<file path="src/rtl/dzcpu_useq_if.sv">
`default_nettype none
// ============================================================================
//  Module      : dzcpu_useq_if
//  Description : Bus between the dzcpu core and its microcode sequencer.
//                Carries the opcode/LUT inputs, microcode ROM address/data,
//                stall and Z inputs, and the per-uop strobes.
//                Optional IRQ signals are present only when
//                DZCPU_USEQ_IRQ_EN is defined.
//  Revision    : 1.0 - initial release
// ============================================================================
interface dzcpu_useq_if #(
    parameter int ADDR_W = 8,
    parameter int UOP_W  = 13
`ifdef DZCPU_USEQ_IRQ_EN
    ,
    parameter int N_IRQ  = 5
`endif
);
    logic [7:0]        iMop;
    logic              iMopValid;
    logic [ADDR_W-1:0] iFlowIdx;
    logic [ADDR_W-1:0] iCbFlowIdx;
    logic [UOP_W-1:0]  iUop;
    logic              iZ;
    logic              iStall;
    logic [ADDR_W-1:0] oUpc;
    logic              oUopValid;
    logic              oPcInc;
    logic              oFlagsUpdate;
    logic              oEof;
    logic              oError;
`ifdef DZCPU_USEQ_IRQ_EN
    logic [N_IRQ-1:0]  iIrqReq;
    logic              iIme;
    logic [N_IRQ-1:0]  oIrqAck;
`endif

    // Sequencer side
    modport slave (
        input  iMop, iMopValid, iFlowIdx, iCbFlowIdx, iUop, iZ, iStall,
        output oUpc, oUopValid, oPcInc, oFlagsUpdate, oEof, oError
`ifdef DZCPU_USEQ_IRQ_EN
        ,
        input  iIrqReq, iIme,
        output oIrqAck
`endif
    );

    // Core / ROM / LUT side
    modport master (
        output iMop, iMopValid, iFlowIdx, iCbFlowIdx, iUop, iZ, iStall,
        input  oUpc, oUopValid, oPcInc, oFlagsUpdate, oEof, oError
`ifdef DZCPU_USEQ_IRQ_EN
        ,
        output iIrqReq, iIme,
        input  oIrqAck
`endif
    );
endinterface
`default_nettype wire

</file>
<file path="src/rtl/dzcpu_useq.sv">
`default_nettype none
// ============================================================================
//  Module      : dzcpu_useq
//  Description : Microcode sequencer for the dzcpu core. Owns the micro-PC,
//                dispatches opcodes to their flow start index (main LUT, or
//                CB LUT on a JCB uop), steps flows until end-of-flow, honours
//                memory stalls and Z-conditional early exit, and flags a
//                sticky error if the micro-PC runs off the end of the ROM.
//                Define DZCPU_USEQ_IRQ_EN to enable interrupt flow entry on
//                instruction boundaries.
//  Revision    : 1.0 - initial release
// ============================================================================
module dzcpu_useq #(
    parameter int ADDR_W          = 8,
    parameter int UOP_W           = 13,
    parameter int CTRL_W          = 6
`ifdef DZCPU_USEQ_IRQ_EN
    ,
    parameter int N_IRQ           = 5,
    parameter int IRQ_FLOW_BASE   = 170,
    parameter int IRQ_FLOW_STRIDE = 12
`endif
) (
    input  logic        iClock,
    input  logic        iReset,
    dzcpu_useq_if.slave bus
);

    typedef enum logic [0:0] {
        S_DISPATCH = 1'b0,
        S_RUN      = 1'b1
    } state_t;

    // Bit positions inside the control field
    localparam int CB_EOF  = 0;
    localparam int CB_INC  = 1;
    localparam int CB_FU   = 2;
    localparam int CB_COND = 3;
    localparam int CB_CPOL = 4;
    localparam int CB_JCB  = 5;

    localparam logic [ADDR_W-1:0] UPC_LAST = {ADDR_W{1'b1}};

    state_t            state_q, state_d;
    logic [ADDR_W-1:0] upc_q,   upc_d;
    logic              error_q, error_d;

    logic [CTRL_W-1:0] ctrl_w;
    logic              step_w;
    logic              end_w;
    logic              irq_take_w;
    logic [ADDR_W-1:0] irq_flow_w;
    logic              unused_w;

    // The opcode byte only feeds the external LUTs; low uop bits belong to the datapath
    assign unused_w = ^{bus.iMop, bus.iUop};

    assign ctrl_w = bus.iUop[UOP_W-1 -: CTRL_W];

    // A uop executes only in RUN with memory ready; reset suppresses every strobe
    assign step_w = (state_q == S_RUN) && !bus.iStall && !iReset;

    // Unconditional EOF, or COND exit when Z differs from CPOL
    assign end_w = ctrl_w[CB_EOF] | (ctrl_w[CB_COND] & (bus.iZ ^ ctrl_w[CB_CPOL]));

`ifdef DZCPU_USEQ_IRQ_EN
    logic [N_IRQ-1:0] irq_onehot_w;

    // Isolate the lowest pending request line
    assign irq_onehot_w = bus.iIrqReq & (~bus.iIrqReq + N_IRQ'(1));
    assign irq_take_w   = step_w & end_w & bus.iIme & (|bus.iIrqReq);
    assign bus.oIrqAck  = irq_take_w ? irq_onehot_w : '0;

    // Map the winning line to its flow entry point
    always_comb begin
        irq_flow_w = '0;
        for (int k = 0; k < N_IRQ; k++) begin
            if (irq_onehot_w[k]) begin
                irq_flow_w = ADDR_W'(IRQ_FLOW_BASE + k * IRQ_FLOW_STRIDE);
            end
        end
    end
`else
    assign irq_take_w = 1'b0;
    assign irq_flow_w = '0;
`endif

    // Next-state selection: end > JCB > wrap-error > increment
    always_comb begin
        state_d = state_q;
        upc_d   = upc_q;
        error_d = error_q;
        case (state_q)
            S_DISPATCH: begin
                if (bus.iMopValid && !bus.iStall) begin
                    upc_d   = bus.iFlowIdx;
                    state_d = S_RUN;
                end
            end
            S_RUN: begin
                if (step_w) begin
                    if (end_w) begin
                        // An accepted interrupt chains straight into its flow
                        if (irq_take_w) begin
                            upc_d = irq_flow_w;
                        end else begin
                            state_d = S_DISPATCH;
                        end
                    end else if (ctrl_w[CB_JCB]) begin
                        upc_d = bus.iCbFlowIdx;
                    end else if (upc_q == UPC_LAST) begin
                        // Never fall through into flow 0; abandon and flag
                        error_d = 1'b1;
                        upc_d   = '0;
                        state_d = S_DISPATCH;
                    end else begin
                        upc_d = upc_q + ADDR_W'(1);
                    end
                end
            end
            default: begin
                state_d = S_DISPATCH;
            end
        endcase
    end

    // Sequencer state registers with synchronous reset
    always_ff @(posedge iClock) begin
        if (iReset) begin
            state_q <= S_DISPATCH;
            upc_q   <= '0;
            error_q <= 1'b0;
        end else begin
            state_q <= state_d;
            upc_q   <= upc_d;
            error_q <= error_d;
        end
    end

    assign bus.oUpc         = upc_q;
    assign bus.oUopValid    = step_w;
    assign bus.oPcInc       = step_w & ctrl_w[CB_INC];
    assign bus.oFlagsUpdate = step_w & ctrl_w[CB_FU];
    assign bus.oEof         = step_w & end_w;
    assign bus.oError       = error_q;

endmodule
`default_nettype wire

</file>
<file path="src/flat_wrapper.sv">
// flat-port wrapper written by rule: the top's interface ports become plain ports
module dzcpu_useq_flat 
#(
    parameter int ADDR_W          = 8,
    parameter int UOP_W           = 13,
    parameter int CTRL_W          = 6

)
  (iClock, iReset, bus_iMop, bus_iMopValid, bus_iFlowIdx, bus_iCbFlowIdx, bus_iUop, bus_iZ, bus_iStall, bus_oUpc, bus_oUopValid, bus_oPcInc, bus_oFlagsUpdate, bus_oEof, bus_oError);
  dzcpu_useq_if #(.ADDR_W(ADDR_W), .UOP_W(UOP_W)) bus_i ();
  input  logic iClock;
  input  logic iReset;
  input wire logic [$bits(bus_i.iMop)-1:0] bus_iMop;
  input wire logic [$bits(bus_i.iMopValid)-1:0] bus_iMopValid;
  input wire logic [$bits(bus_i.iFlowIdx)-1:0] bus_iFlowIdx;
  input wire logic [$bits(bus_i.iCbFlowIdx)-1:0] bus_iCbFlowIdx;
  input wire logic [$bits(bus_i.iUop)-1:0] bus_iUop;
  input wire logic [$bits(bus_i.iZ)-1:0] bus_iZ;
  input wire logic [$bits(bus_i.iStall)-1:0] bus_iStall;
  output wire logic [$bits(bus_i.oUpc)-1:0] bus_oUpc;
  output wire logic [$bits(bus_i.oUopValid)-1:0] bus_oUopValid;
  output wire logic [$bits(bus_i.oPcInc)-1:0] bus_oPcInc;
  output wire logic [$bits(bus_i.oFlagsUpdate)-1:0] bus_oFlagsUpdate;
  output wire logic [$bits(bus_i.oEof)-1:0] bus_oEof;
  output wire logic [$bits(bus_i.oError)-1:0] bus_oError;
  assign bus_i.iMop = bus_iMop;
  assign bus_i.iMopValid = bus_iMopValid;
  assign bus_i.iFlowIdx = bus_iFlowIdx;
  assign bus_i.iCbFlowIdx = bus_iCbFlowIdx;
  assign bus_i.iUop = bus_iUop;
  assign bus_i.iZ = bus_iZ;
  assign bus_i.iStall = bus_iStall;
  assign bus_oUpc = bus_i.oUpc;
  assign bus_oUopValid = bus_i.oUopValid;
  assign bus_oPcInc = bus_i.oPcInc;
  assign bus_oFlagsUpdate = bus_i.oFlagsUpdate;
  assign bus_oEof = bus_i.oEof;
  assign bus_oError = bus_i.oError;
  dzcpu_useq #(.ADDR_W(ADDR_W), .UOP_W(UOP_W), .CTRL_W(CTRL_W)) u_core (.iClock(iClock), .iReset(iReset), .bus(bus_i));
endmodule
</file>
<file path="config.mk">
export PLATFORM = sky130hd
export DESIGN_NAME = dzcpu_useq_flat
export DESIGN_NICKNAME = d
export VERILOG_FILES = /design/src/rtl/dzcpu_useq_if.sv /design/src/rtl/dzcpu_useq.sv /design/src/flat_wrapper.sv
export SDC_FILE = /design/constraint.sdc
export NUM_CORES = 1
export LEC_CHECK = 0
export ABC_AREA = 0
export CORE_MARGIN = 2
export CORE_UTILIZATION = 38
export CTS_CLUSTER_DIAMETER = 50
export DETAILED_ROUTE_END_ITERATION = 7
export PLACE_DENSITY = 0.95
export SYNTH_ARGS = -nofsm -noshare
export SYNTH_HDL_FRONTEND = slang
export SYNTH_SLANG_ARGS = --single-unit
</file>
<file path="constraint.sdc">
create_clock -name iClock -period 4.24 [get_ports iClock]
set_clock_uncertainty 0.15 [all_clocks]
set_input_delay 0.848 -clock iClock [delete_from_list [all_inputs] [get_ports iClock]]
set_output_delay 0.848 -clock iClock [all_outputs]
set_load 0.01 [all_outputs]
</file>
==> flow_summary.toml <==
[outcome]
outcome = "finished, final reports clean"

[cells_and_area]
final_layout_size_suffix_gt1_share_pct = 11.03
n_antenna_cell = 0
finalNetCount = 180
fill_cells = 200
area_growth_pct = 47.40
final_core_util_pct = 57.78

[grt]
grt_pass1_vias = 862
antenna_found_initial = 0
grt_pass1_wl_um = 3746
grt_max_degree = 16
grt-ovfl-total = 0
grtUsageTotal_pct = 18.81

[worst_setup_path]
reg2regPathDepth = 4
critPathMaxStageDelay_ns = 0.63
worst_setup_path_start_kind = "primary input"
path_common_cell = "clkdlybuf4s50_1"
r2r-end = "u_core.bus.oUpc[4]$_SDFFE_PP0P_"
regToRegSetupSlack_ns = 2.13
critPathLaunch = "iReset"
crit_type = "in2out"
r2r-start = "u_core.state_q$_SDFF_PP0_"
required_ns = 3.24
cp_cell_sequence = "clkdlybuf4s50_1 -> nor2_1 -> and2_1 -> clkdlybuf4s50_1"
cp-end-kind = "output port"
path_max_fanout = 10
worstPathArrival_ns = 2.41
crit_end = "bus_oPcInc"
worst_path_max_delay_cell = "clkdlybuf4s50_1"

[cts]
clkSinkCount = 10
cts_buffer_depth = 2
clk_pin_slew_worst_paths_ns = 0.07
post_cts_resized = 0
post_cts_buffers = 0
clk_latency_ns = 0.28
htree_levels = 1
cts_tree = "done"
numCtsBuffers = 3
cts_hold_buffers = 0
ctsRootBufferMaster = "clkbuf_4"

[power_and_ir_drop]
p_switching_uw = 82.85
combPwrFrac_pct = 28.7
switching_share_pct = 29.12
pwr-share-clk_pct = 32.1
power.internal_uw = 201.7
p_per_area_nw_per_um2 = 229.2
vdd_drop_max_uv = 127.5
p_leak_nw = 0.4594
p_seq_share_pct = 39.2

[routing]
wl_per_cell_um = 14.37
routed_via_density = 5.732
antenna_left = 0
drt-total-wl_um = 2357
first_pass_iters = 4
drt_iter0_drc = 20
drc = 0
route.vias.total = 940

[die]
ioPinCount = 55
die-area_um2 = 2609
fp-row-count = 17
core-area_um2 = 2148
initial_core_util_pct = 39.20
die_x_um = 51.08
fp.dieH_um = 51.08

[logic_synthesis]
yosys_warnings = 0
seq_area_frac_synth_pct = 23.77
syn_nets = 142
synthFlopType = "dfxtp_1"
synth-seq-cells = 10
synth-async-reset-ratio_pct = 0
synthDistinctLibCells = 45
syn_area_um2 = 842.1
avgSynthCellArea_um2 = 8.506
syn_inst = 99
synth_edf_count = 0

[timing]
drv_slew = 0
clock.fmax_ghz = 0.2937
relSlewSlack_pct = 63.66
tns_ns = 0
post-route-period-util_pct = 80.30
tightest_slew_ns = 0.5420
min_period_ns = 3.405
setup_ws_ns = 0.8355
rsz0062_at_grt = "false"
hold_viol_final = 0
finalSetupViolCount = 0

[place]
dp_slack_ns = 0.8441
numPortBuffers = 39
post-dp-hpwl_um = 1702
gp_congestion = 0.9023

[hold_path]
hold_class = "reg2reg"

[flow_run]
maxCapViolCount = 0
==> cell usage after synthesis, drive strengths merged (2+ instances only) <==
| cell | count | share of area (%) |
|---|---|---|
| nand2b | 2 | 1.5 |
| nor3 | 3 | 1.8 |
| o21ai | 3 | 2.7 |
| dfxtp | 10 | 24 |
| nand2 | 6 | 2.7 |
| nor2 | 3 | 1.3 |
| o31ai | 3 | 2.7 |
| a221oi | 3 | 3.1 |
| nand3 | 5 | 3.0 |
| xnor2 | 3 | 3.1 |
| inv | 6 | 2.7 |
| buf | 4 | 5.3 |
| mux2i | 3 | 3.6 |
| o221ai | 2 | 2.1 |
| and3 | 5 | 3.9 |
| a21boi | 2 | 2.2 |
| a21oi | 10 | 5.9 |
| and2 | 2 | 1.5 |
| clkbuf | 2 | 2.1 |
==> flip-flops by register name, indices dropped and copies added (netlist names) <==
name               flops
u_core.bus.oError      1
u_core.state_q         1
u_core.bus.oUpc        8
==> through the flow <==
stage | cells | instance area, um2 | hold slack, ns | power (mW)
CTS | 164 | 1241 | 0.3323 | 0.2836
detailed placement | 160 | 1205 | 0.3157 | 0.1944
floorplan | 99 | 842.1 | 0.3591 | 0.1526
global route | 164 | 1241 | 0.3389 | 0.2973
global placement | 160 | 1205 | 0.3080 | 0.1918
finish | 164 | 1241 | 0.3291 | 0.2845
==> power by group through the flow <==
| stage | Sequential (mW) | Combinational (mW) | Clock (mW) |
|---|---|---|---|
| 6_report | 0.112 | 0.0816 | 0.0914 |
| 5_1_grt | 0.113 | 0.0880 | 0.0962 |
| 4_1_cts | 0.111 | 0.0817 | 0.0906 |
| 3_5_place_dp | 0.114 | 0.0809 | 0 |
| 3_3_place_gp | 0.113 | 0.0789 | 0 |
| 2_1_floorplan | 0.112 | 0.0405 | 0 |
==> cell usage in the layout (no fill, tap or decap), types with 2 or more instances in the layout <==
cell type,synthesis,final
nor2_1,3,3
xnor2_1,3,3
dfxtp_1,10,10
o21ai_2,2,2
clkdlybuf4s50_1,0,39
inv_1,6,6
mux2i_1,3,3
a21oi_1,10,10
a221oi_1,3,3
and2_1,2,2
o221ai_1,2,2
o31ai_1,3,3
nand2_1,6,6
and3_1,4,4
nand3_1,5,5
nand2b_1,2,2
nor3_1,3,3
clkbuf_4,0,3
==> critical path, delay by kind of cell <==
| kind | cells | cell delay, ns |
|---|---|---|
| and+or+nand+nor | 2 | 0.40 |
| buffers and inverters | 2 | 1.16 |
==> cells by family after synthesis <==
family	count (synthesis)	synth area share, %
AND/OR/NAND/NOR	34	24.37
adder cells (fa/ha/maj)	1	1.486
flip-flops	10	23.77
multiplexers	3	3.566
XOR/XNOR	4	5.053
buffers and inverters	12	10.10
AO/OA/AOI/OAI	35	31.65
==> cell type report <==
cell class                      count  area, um2  share of cell area (%)
Multi-Input combinational cell     77      556.8                   44.86
Sequential cell                    10      200.2                   16.13
Tap cell                           28      35.03                   2.823
Clock buffer                        4      36.28                   2.923
Timing Repair Buffer               39      390.4                   31.45
Inverter                            6      22.52                   1.815
==> how the worst min path moves through the flow <==
| stage | from | endpoint | slack (ns) | cells after the start |
|---|---|---|---|---|
| final | u_core.bus.oError$_SDFFE_PP0P_ | u_core.bus.oError$_SDFFE_PP0P_ | 0.33 | 1 |
| after global routing | u_core.bus.oError$_SDFFE_PP0P_ | u_core.bus.oError$_SDFFE_PP0P_ | 0.34 | 1 |
| after CTS | u_core.bus.oError$_SDFFE_PP0P_ | u_core.bus.oError$_SDFFE_PP0P_ | 0.33 | 1 |
| after detailed placement | u_core.bus.oError$_SDFFE_PP0P_ | u_core.bus.oError$_SDFFE_PP0P_ | 0.32 | 1 |
| after global placement | u_core.bus.oError$_SDFFE_PP0P_ | u_core.bus.oError$_SDFFE_PP0P_ | 0.31 | 1 |
| after floorplan | u_core.bus.oError$_SDFFE_PP0P_ | u_core.bus.oError$_SDFFE_PP0P_ | 0.36 | 1 |
==> layer usage <==
metal  vias up  global-route usage, %  share of wire, %
met3         7                  2.924               7.0
met1       431                  22.90                44
met2        49                  32.68                47
met5         -                      0                 0
li1        453                      -                 -
met4         0                  7.658               1.9
(Power assumes the default switching activity.)
